**config.mk**
```make
export PLATFORM = sky130hd
export DESIGN_NAME = dds_spi_master
export DESIGN_NICKNAME = d
export VERILOG_FILES = /design/src/rtl/dds_spi_master.sv
export SDC_FILE = /design/constraint.sdc
export NUM_CORES = 1
export LEC_CHECK = 0
export ABC_AREA = 1
export CORE_MARGIN = 2
export CORE_UTILIZATION = 43
export CTS_BUF_LIST = sky130_fd_sc_hd__clkbuf_8
export DETAILED_ROUTE_END_ITERATION = 12
export PLACE_DENSITY_LB_ADDON = 0.2
export SYNTH_ARGS = -nofsm -noshare
export SYNTH_HDL_FRONTEND = slang
export SYNTH_SLANG_ARGS = --single-unit
```
**constraint.sdc**
```tcl
create_clock -name i_sys_clk -period 2.9 [get_ports i_sys_clk]
set_clock_uncertainty 0.2 [all_clocks]
set_input_delay 0.29 -clock i_sys_clk [delete_from_list [all_inputs] [get_ports i_sys_clk]]
set_output_delay 0.29 -clock i_sys_clk [all_outputs]
set_load 0.03 [all_outputs]
```
**src/rtl/dds_spi_master.sv**
```systemverilog
// -----------------------------------------------------------------------------
// dds_spi_master
//
// Serialises a parallel frequency or phase-shift word onto the DDS core's SPI
// inputs. The host issues a single valid/ready command; the block then emits
// one framed transfer (MSB first) with spi_clk generated by dividing i_sys_clk.
// The frame ends with a chip-select hold, the CS falling edge that loads the
// DDS register, and a quiet gap before the next command is taken.
//
// Ports
//   i_sys_clk        system clock, all logic on its rising edge
//   i_rst            asynchronous active-high reset
//   i_cmd_valid      command request
//   i_cmd_sel        0 = frequency word, 1 = phase-shift word
//   i_cmd_word       payload (phase commands use [PHASE_LENGTH-1:0])
//   o_cmd_ready      high when idle; accept on i_cmd_valid && o_cmd_ready
//   o_done           one-cycle pulse when a frame has completed
//   o_spi_clk        serial clock to the DDS
//   o_spi_data       serial data, MSB first
//   o_freq_cs        active-high frame enable, frequency register
//   o_phaseshift_cs  active-high frame enable, phase register
//
// Timing model: the state register moves on the acceptance edge, and every
// output is a registered decode of the current state, so the pins trail the
// state by exactly one i_sys_clk cycle. That lag puts CS and the first bit on
// edge 1 after acceptance, as the DDS frame timing expects.
// -----------------------------------------------------------------------------
module dds_spi_master #(
    parameter int FREQ_LENGTH  = 48,
    parameter int PHASE_LENGTH = 16,
    parameter int CLK_DIV      = 2
) (
    input  logic                   i_sys_clk,
    input  logic                   i_rst,
    input  logic                   i_cmd_valid,
    input  logic                   i_cmd_sel,
    input  logic [FREQ_LENGTH-1:0] i_cmd_word,
    output logic                   o_cmd_ready,
    output logic                   o_done,
    output logic                   o_spi_clk,
    output logic                   o_spi_data,
    output logic                   o_freq_cs,
    output logic                   o_phaseshift_cs
);

    localparam int BIT_W = (FREQ_LENGTH > 1) ? $clog2(FREQ_LENGTH) : 1;
    // Divider must reach 2*CLK_DIV-1 for the gap phase.
    localparam int DIV_W = $clog2(2 * CLK_DIV + 1);

    typedef enum logic [2:0] {
        S_IDLE,
        S_LOW,
        S_HIGH,
        S_HOLD,
        S_GAP,
        S_DONE
    } state_t;

    // Control / datapath registers
    state_t                 r_state;
    logic [DIV_W-1:0]       r_div_cnt;
    logic [BIT_W-1:0]       r_bit_cnt;
    logic [FREQ_LENGTH-1:0] r_shift;
    logic                   r_sel;

    // Output registers
    logic r_cmd_ready;
    logic r_done;
    logic r_spi_clk;
    logic r_spi_data;
    logic r_freq_cs;
    logic r_phaseshift_cs;

    // Combinational signals
    state_t                 w_state_next;
    logic                   w_accept;
    logic [DIV_W-1:0]       w_div_limit;
    logic                   w_div_end;
    logic [FREQ_LENGTH-1:0] w_phase_aligned;
    logic                   w_in_frame;
    logic                   w_cmd_ready_next;
    logic                   w_done_next;
    logic                   w_spi_clk_next;
    logic                   w_spi_data_next;
    logic                   w_freq_cs_next;
    logic                   w_phaseshift_cs_next;

    // r_cmd_ready is only ever high while r_state is IDLE, so this alone
    // qualifies acceptance.
    assign w_accept = i_cmd_valid && r_cmd_ready;

    // The gap phase lasts two half-periods, every other timed phase one.
    assign w_div_limit = (r_state == S_GAP) ? DIV_W'(2 * CLK_DIV - 1)
                                            : DIV_W'(CLK_DIV - 1);
    assign w_div_end   = (r_div_cnt == w_div_limit);

    // A phase word is left-aligned so the shifter's MSB is always the bit on
    // the wire, independent of the command type.
    assign w_phase_aligned = FREQ_LENGTH'(i_cmd_word[PHASE_LENGTH-1:0])
                             << (FREQ_LENGTH - PHASE_LENGTH);

    // ---------------------------------------------------------------------
    // State register and frame datapath
    // ---------------------------------------------------------------------
    always_ff @(posedge i_sys_clk or posedge i_rst) begin
        if (i_rst) begin
            r_state   <= S_IDLE;
            r_div_cnt <= '0;
            r_bit_cnt <= '0;
            r_shift   <= '0;
            r_sel     <= 1'b0;
        end else begin
            r_state <= w_state_next;

            // Divider restarts on every state change and is parked in IDLE.
            if (r_state == S_IDLE || w_state_next != r_state) begin
                r_div_cnt <= '0;
            end else begin
                r_div_cnt <= r_div_cnt + DIV_W'(1);
            end

            if (w_accept) begin
                r_sel     <= i_cmd_sel;
                r_shift   <= i_cmd_sel ? w_phase_aligned : i_cmd_word;
                r_bit_cnt <= i_cmd_sel ? BIT_W'(PHASE_LENGTH - 1)
                                       : BIT_W'(FREQ_LENGTH - 1);
            end else if (r_state == S_HIGH && w_div_end && r_bit_cnt != '0) begin
                // Advance to the next bit at the end of the high phase; the
                // registered output lag makes it appear with the spi_clk fall.
                r_shift   <= r_shift << 1;
                r_bit_cnt <= r_bit_cnt - BIT_W'(1);
            end
        end
    end

    // ---------------------------------------------------------------------
    // Next-state logic
    // ---------------------------------------------------------------------
    always_comb begin
        w_state_next = r_state;
        case (r_state)
            S_IDLE: begin
                if (w_accept) begin
                    w_state_next = S_LOW;
                end
            end
            S_LOW: begin
                if (w_div_end) begin
                    w_state_next = S_HIGH;
                end
            end
            S_HIGH: begin
                if (w_div_end) begin
                    w_state_next = (r_bit_cnt == '0) ? S_HOLD : S_LOW;
                end
            end
            S_HOLD: begin
                if (w_div_end) begin
                    w_state_next = S_GAP;
                end
            end
            S_GAP: begin
                if (w_div_end) begin
                    w_state_next = S_DONE;
                end
            end
            // Single cycle that raises done/ready one edge later.
            S_DONE:  w_state_next = S_IDLE;
            default: w_state_next = S_IDLE;
        endcase
    end

    // ---------------------------------------------------------------------
    // Output decode (registered below)
    // ---------------------------------------------------------------------
    always_comb begin
        w_in_frame           = (r_state == S_LOW) || (r_state == S_HIGH) ||
                               (r_state == S_HOLD);
        w_cmd_ready_next     = ((r_state == S_IDLE) || (r_state == S_DONE)) &&
                               !w_accept;
        w_done_next          = (r_state == S_DONE);
        w_spi_clk_next       = (r_state == S_HIGH);
        // Data follows the shifter only while bits are being clocked; outside
        // that it holds, so it never moves except at a fall or frame start.
        w_spi_data_next      = r_spi_data;
        if (r_state == S_LOW || r_state == S_HIGH) begin
            w_spi_data_next = r_shift[FREQ_LENGTH-1];
        end
        w_freq_cs_next       = w_in_frame && !r_sel;
        w_phaseshift_cs_next = w_in_frame &&  r_sel;
    end

    always_ff @(posedge i_sys_clk or posedge i_rst) begin
        if (i_rst) begin
            r_cmd_ready     <= 1'b1;
            r_done          <= 1'b0;
            r_spi_clk       <= 1'b0;
            r_spi_data      <= 1'b0;
            r_freq_cs       <= 1'b0;
            r_phaseshift_cs <= 1'b0;
        end else begin
            r_cmd_ready     <= w_cmd_ready_next;
            r_done          <= w_done_next;
            r_spi_clk       <= w_spi_clk_next;
            r_spi_data      <= w_spi_data_next;
            r_freq_cs       <= w_freq_cs_next;
            r_phaseshift_cs <= w_phaseshift_cs_next;
        end
    end

    assign o_cmd_ready     = r_cmd_ready;
    assign o_done          = r_done;
    assign o_spi_clk       = r_spi_clk;
    assign o_spi_data      = r_spi_data;
    assign o_freq_cs       = r_freq_cs;
    assign o_phaseshift_cs = r_phaseshift_cs;

endmodule

```
Word level (Yosys, flattened, before mapping)
Cells that the tools add are included.

word-level totals
  register bits after elaboration = 67
  output and inout bits = 6
  word-level logic and storage cells = 51

cells by class
  $add $sub $neg = 2
  equality and inequality tests = 7
  multiplexer cells = 15
  reduce and logical (&&, ||, !) cells = 16

operators by type and width
  operator               number
  $mux W48               3
  $mux W3                6
  $mux W6                3
  $pmux W3 S5            1
  $eq A3 B2 Y1 const B   2
  $eq A3 B3 Y1 const B   2
  $logic_and A1 B1 Y1    6
  $logic_not A6 Y1       1
  $reduce_bool A6 Y1     1
  $sub A6 B1 Y6 const B  1
  $logic_or A1 B1 Y1     4
  $mux W2                2
  $add A3 B1 Y3 const B  1
  $eq A3 B1 Y1 const B   1
  $eq A3 B2 Y1           1
  $logic_not A3 Y1       1
  $ne A3 B3 Y1           1
  $logic_not A1 Y1       2
  $reduce_bool A2 Y1     1

Longest topological paths before layout
Gate-level depths: netlist of run 1.

  depth in word-level cells = 8
  gate-level depth with buffers = 9

Worst setup path before layout of run 1
No wires, ideal clock.

  path kind = register to register
  start point = register r_cmd_ready, in the netlist o_cmd_ready
  end point = register r_shift[40]
  arrival = 1.516 ns
  data required time = 2.634 ns
  path slack = 1.119 ns
  stages on the path, launching flop included = 8
  buffers on the path = 1
  path through = dfstp_2 -> nand2_2 -> nor2_1 -> clkbuf_1 -> nand2_1 -> o211ai_1 -> nand2_1 -> nand2_1

on the way
  word-level cells in the longest chain between the ends = 2

ends and longest elaborated chain
  element                                                RTL line  RTL
  start, declared                                        67        logic r_cmd_ready;
  start signal, assigned                                 202       r_cmd_ready <= w_cmd_ready_next;
  $logic_and A1 B1 Y1 (*)                                90        assign w_accept = i_cmd_valid && r_cmd_ready;
  $mux W48 / $reduce_bool A2 Y1 (equally long branches)  -
  end signal, assigned                                   124       r_shift <= i_cmd_sel ? w_phase_aligned : i_cmd_word;
  end signal, assigned                                   130       r_shift <= r_shift << 1;
  end, declared                                          63        logic [FREQ_LENGTH-1:0] r_shift;

Mark *: on every way between the ends. The rest lies on a longest branch, timed or not.
A chain may end at the register's enable or synchronous reset.

Worst setup path after layout of run 1
  start point = register r_state[1]
  end point = register r_shift[39]

on the way
  word-level cells in the longest chain between the ends = 6

ends and longest elaborated chain
  element                                  RTL line  RTL
  start, declared                          60        state_t r_state;
  start signal, assigned                   113       r_state <= w_state_next;
  $eq A3 B3 Y1                             93        assign w_div_limit = (r_state == S_GAP) ? DIV_W'(2 * CLK_DIV - 1)
  $mux W2                                  93
  $eq A3 B2 Y1                             95        assign w_div_end = (r_div_cnt == w_div_limit);
  $logic_and A1 B1 Y1 (*) (2 in series)    127       end else if (r_state == S_HIGH && w_div_end && r_bit_cnt != '0) begin
  $reduce_bool A2 Y1 (no source line) (*)  -

Marked as above.

==> results of run 1 <==
[report_power, final]
part / switching (mW) / internal [mW] / leakage, nW
logic: 0.863 / 0.650 / 1.22
clock network: 0.373 / 0.571 / 0.121
registers: 0.248 / 1.32 / 0.877
[worst paths after layout]
kind	from	to	slack, ns
setup / recovery	r_state[1]	r_shift[39]	0.53
setup reg to reg	r_state[1]	r_shift[39]	0.53
hold reg to reg	r_sel	o_freq_cs	0.23
hold / removal	i_rst	r_shift[25]	0.16
max in group asynchronous	i_rst	o_cmd_ready	1.66
min in group i_sys_clk	r_sel	o_freq_cs	0.23
[per-layer routing]
layer,track usage (%),vias to the layer above
met5,0,-
met4,5.07,0
met3,5.46,10
met2,33.4,60
met1,26.1,1444
li1,-,1546
[synth_stat cells, types with 2 or more instances]
| library cell | n |
|---|---|
| nand2_1 | 166 |
| dfrtp_1 | 66 |
| nand3_1 | 65 |
| inv_1 | 26 |
| a22o_1 | 22 |
| nor2_1 | 15 |
| clkbuf_1 | 14 |
| o21ai_0 | 12 |
| o211ai_1 | 10 |
| a22oi_1 | 7 |
| buf_2 | 6 |
| buf_4 | 5 |
| nor3_1 | 4 |
| ha_1 | 3 |
| a21oi_1 | 2 |
| inv_2 | 2 |
| nand2_2 | 2 |
| nand4_1 | 2 |
| nor2_2 | 2 |
[sequential cells by signal, summed over array words and instances (netlist names)]
signal / cells
r_shift: 48
o_phaseshift_cs: 1
o_freq_cs: 1
r_state: 3
o_spi_clk: 1
o_spi_data: 1
r_div_cnt: 3
o_done: 1
r_bit_cnt: 6
r_sel: 1
o_cmd_ready: 1
[through the flow]
stage | instances | utilization [%] | worst slack [ns]
after global placement | 581 | 53.4 | 0.612
after CTS | 597 | 56.5 | 0.525
after global routing | 597 | 56.5 | 0.352
after floorplan | 440 | - | 0.728
after detailed placement | 581 | 53.4 | 0.565
final | 597 | 56.5 | 0.532
[cells by family after synthesis]
| kind of cell | Yosys count | share of synthesized area, % |
|---|---|---|
| simple gates | 259 | 31.7 |
| flops | 67 | 48.4 |
| buf+inv | 55 | 6.72 |
| compound gates | 53 | 11.3 |
| fa+ha+maj | 3 | 1.08 |
| xor+xnor | 2 | 0.506 |
| mux | 1 | 0.325 |
[critical path: stages, from the launching register on]
cell and delay, ns:
dfrtp_1 0.45, nor2_2 0.24, a21oi_1 0.14, nor2_4 0.17, nand3_4 0.29, nand2_2 0.38
buf_12 0.25, nand2_1 0.08, nand2_1 0.07
[final cells by class]
type	instances	area [um2]
multi-input cells	318	1570
inverters	29	109
flip-flops and latches	67	1680
well taps	102	128
clock inverters	7	119
fillers	716	3380
clock buffers	9	124
repair buffers	65	668
==> summary.txt, run 1 <==
EDFF count, synth: 0
Post-CTS Resized: 0
CTS clk-pin slew, worst paths: 0.08 ns
Antenna Nets Post-Route: 0
Design Area, Final: 4390 um2
flops & latches, synth: 67
Max Used Layer: met4
CTS Root Cell: clkbuf_8
die height: 93.8 um
Syn Area/Cell: 7.87 um2
synth top area cells: dfrtp_1, nand2_1, nand3_1
final slew viol count: 0
row count: 32
Tot Pwr: 4.02 mW
area leader, netlist: dfrtp_1
status: completed
CTS tree: built
crit path max fanout: 38
CP Data Required Time: 2.98 ns
RSZ-0062 raised after global routing: no
initial antenna violation count: 0
Post-CTS Setup Repair Bufs: 0
I/O Pins: 58
Iteration-0 DRC Markers: 231
Placed Area: 4150 um2
final hold violations: 0
startpoint types: flip-flop
Post-Syn Nets: 495
headroom to the max-slew limit: 56.2%
hold buffers post-CTS: 0
Synth Cell Area: 3460 um2
DR pass1 iterations: 5
commonest non-fill, non-tap cells in the layout: nand2_1, dfrtp_1, nand3_1, clkdlybuf4s50_1, inv_1
Clock Sinks: 67
Total GRT Usage: 20.1%
Async SR Flop Fraction: 100%
share of cells above drive strength 1: 7.27%
largest net degree at the start of global routing: 66
GPL Wtd Cong: 0.913
sequential cell area fraction in the yosys report: 48.4%
static leakage: 2.22 nW
HP Class: in -> async
grt ovf: 0
Hold Slack: 0.158 ns
IO Port Bufs: 57
Initial Utilization: 44.6%
total die area: 8790 um2
Synth cell types: 28
Worst Max-Slew Pin Slew: 0.656 ns
Synth Instances: 440
met2 WL post-DR: 3820 um
Area Overhead vs Synth: 26.8%
met3 WL: 300 um
worst setup path class: reg -> reg
min cycle time layout: 2.37 ns
# nets final: 545
Synth warnings: 0
met1 wire length: 3660 um
DIE WIDTH: 93.8 um
DP HPWL: 5200 um
Avg WL per Cell: 13.2 um
power density over the cells: 916 nW/um2
Post-synth top flop: dfrtp_1
core area: 7770 um2
vias per cell: 5.13
Clock Latency Late Sink: 0.35 ns
commonest non-fill, non-tap cell in the layout: nand2_1
crit end category: flip-flop
Antenna diodes: 0
post-synth top area share: 47.7%
post-route DRC violation count: 0
H-tree levels: 3
# Max-Cap Violations: 0
Worst EP arrival: 2.44 ns
setup violators final: 0
total number of vias: 3,060
vias in the first global route: 3,099
Fmax: 422 MHz
final wirelength: 7880 um
Final period util: 81.6%
Clock Tree Buf Depth: 2
first-pass GRT wire length: 14,100 um
TritonCTS Buffers: 9
Reg2Reg Depth: 8
Final TNS setup: 0 ns
VDD IR max: 0.000416 V
No activity file was read; power rests on OpenSTA's default activity.
==> inputs of run 2 (changes only) <==
==> constraint.sdc (replaced) <==
create_clock -name i_sys_clk -period 1.9 [get_ports i_sys_clk]
set_clock_uncertainty 0.2 [all_clocks]
set_input_delay 0.19 -clock i_sys_clk [delete_from_list [all_inputs] [get_ports i_sys_clk]]
set_output_delay 0.19 -clock i_sys_clk [all_outputs]
set_load 0.03 [all_outputs]
==> run 2 against run 1 <==
Effect of this change: combinational power grew 64%; hold slack gained 0.065 ns; global-route usage shrank 0.31 points; sequential power grew 54%; core utilization grew 0.76 points; total power grew 47%; critical path type unchanged; critical endpoint is now r_shift[4]; largest cell class unchanged.
==> summary.txt, run 2 (synthesis gave the netlist of run 1 again) <==
post-route DRC violation count: 0 (unchanged)
CTS clk-pin slew, worst paths: 0.07 ns (about the same)
status: completed
DP HPWL: 5540 um (+6.5%)
final hold violations: 0 (unchanged)
headroom to the max-slew limit: 79.3% (+23 points)
Final period util: 93.1% (+11 points)
Iteration-0 DRC Markers: 167 (-28%)
Design Area, Final: 4450 um2 (+1.3%)
Tot Pwr: 5.91 mW (+47%)
Clock Tree Buf Depth: 2 (unchanged)
H-tree levels: 3 (unchanged)
Placed Area: 4260 um2 (+2.7%)
# nets final: 556 (+2.0%)
Fmax: 565 MHz (+34%)
HP Class: reg -> reg
final slew viol count: 0 (unchanged)
startpoint types: flip-flop
initial antenna violation count: 0 (unchanged)
crit path max fanout: 27 (-29%)
Avg WL per Cell: 13.1 um (-0.55%)
total die area: 8790 um2 (unchanged)
commonest non-fill, non-tap cells in the layout: nand2_1, dfrtp_1, nand3_1, clkdlybuf4s50_1, inv_1
Largest Register: r_shift
die height: 93.8 um (unchanged)
grt ovf: 0 (unchanged)
first-pass GRT wire length: 13,900 um (-0.88%)
CTS tree: built
final wirelength: 7980 um (+1.3%)
VDD IR max: 0.000441 V (+6.1%)
CP Data Required Time: 1.98 ns (-1.00 ns)
total number of vias: 3,097 (+1.2%)
setup violators final: 0 (unchanged)
Fillers: 724 (+1.1%)
final core utilization: 57.3% (+0.76 points)
static leakage: 2.27 nW (+2.3%)
Area Overhead vs Synth: 28.5%
Antenna diodes: 0 (unchanged)
row count: 32 (unchanged)
Post-CTS Setup Repair Bufs: 0 (unchanged)
vias per cell: 5.09 (-0.62%)
TritonCTS Buffers: 9 (unchanged)
# Max-Cap Violations: 0 (unchanged)
DR pass1 iterations: 4 (-1)
CTS Root Cell: clkbuf_8
min cycle time layout: 1.77 ns (-0.599 ns)
DIE WIDTH: 93.8 um (unchanged)
Antenna Nets Post-Route: 0 (unchanged)
Clock Latency Late Sink: 0.33 ns (-0.02 ns)
vias in the first global route: 3,114 (+0.48%)
Total GRT Usage: 19.8% (-0.31 points)
power density over the cells: 1330 nW/um2 (+45%)
GPL Wtd Cong: 0.931 (+2.0%)
IO Port Bufs: 57 (unchanged)
core area: 7770 um2 (unchanged)
share of cells above drive strength 1: 8.70% (+1.4 points)
commonest non-fill, non-tap cell in the layout: nand2_1
largest net degree at the start of global routing: 54 (-18%)
Worst Max-Slew Pin Slew: 0.310 ns (-0.346 ns)
Final TNS setup: 0 ns (unchanged)
biggest regs: r_shift: 48 flops, r_bit_cnt: 6 flops
Initial Utilization: 44.6% (unchanged)
crit end category: flip-flop
max reg flops: 48 (unchanged)
I/O Pins: 58 (unchanged)
Clock Sinks: 67 (unchanged)
worst setup path class: reg -> reg
Worst EP arrival: 1.85 ns (-0.59 ns)
RSZ-0062 raised after global routing: no
run 2: cell type report:
type	count	area [um2]	share of cell area, %
inverter	29	113	2.53
clock buffer	11	151	3.40
sequential	67	1680	37.7
clock inverter	5	21.3	0.478
tap	102	128	2.87
timing repair buffer	76	793	17.8
multi-input combinational	318	1570	35.2
run 2: final timing paths:
check,start,to,depth (start not counted),slack [ns]
worst min register to register,r_sel,o_freq_cs,1,0.22
min in group asynchronous,i_rst,o_freq_cs,3,0.46
worst min-delay path,r_sel,o_freq_cs,1,0.22
max in group asynchronous,i_rst,o_cmd_ready,4,0.57
worst max register to register,r_state[1],r_shift[4],8,0.13
worst max-delay path,r_state[1],r_shift[4],8,0.13
run 2: critical path, cell delays in order (launching register included):
cell	delay [ns]
dfrtp_1	0.47
nor2_4	0.19
a21oi_1	0.12
nor2_4	0.16
nand3_4	0.11
nand2_2	0.13
buf_12	0.18
nand2_1	0.07
nand2_1	0.06
run 2: per-layer routing:
| metal | share of wire, % | track usage [%] | vias up |
|---|---|---|---|
| met4 | 1.5 | 7.25 | 0 |
| met1 | 47 | 25.7 | 1448 |
| li1 | - | - | 1569 |
| met5 | 0 | 0 | - |
| met2 | 48 | 33.2 | 67 |
| met3 | 3.9 | 3.45 | 13 |
run 2: through the flow:
step,setup WS [ns],std cells,hold slack (ns)
finish,0.131,608,0.222
global route,0.0158,608,0.233
global placement,0.118,591,0.220
CTS,0.0788,608,0.223
floorplan,0.119,440,0.107
detailed placement,0.0646,591,0.220
run 2: where the power goes:
part           total [mW]  switching (mW)  internal [mW]
registers            2.40           0.372           2.03
clock network        1.04           0.512          0.527
logic                2.47            1.37           1.10
total                5.91            2.25           3.66
run 2: what timing repair did:
item                       in CTS  in global routing
hold buffers                    1                  0
hold endpoints to repair        4                  0
setup endpoints to repair       1                 51
resized for setup               1                  2
gates cloned                    0                  0
==> inputs of run 3 (changes only) <==
==> constraint.sdc (replaced) <==
create_clock -name i_sys_clk -period 1.9 [get_ports i_sys_clk]
set_clock_uncertainty 0.2 [all_clocks]
set_input_delay 0.19 -clock i_sys_clk [delete_from_list [all_inputs] [get_ports i_sys_clk]]
set_output_delay 0.19 -clock i_sys_clk [all_outputs]
set_load 0.02 [all_outputs]
==> results of run 3 <==
The final DEF is identical to that of run 2. Status: completed.
Among the figures that moved: total power 5.91 mW -> 5.88 mW; worst IR drop on VDD 0.000441 V -> 0.000439 V
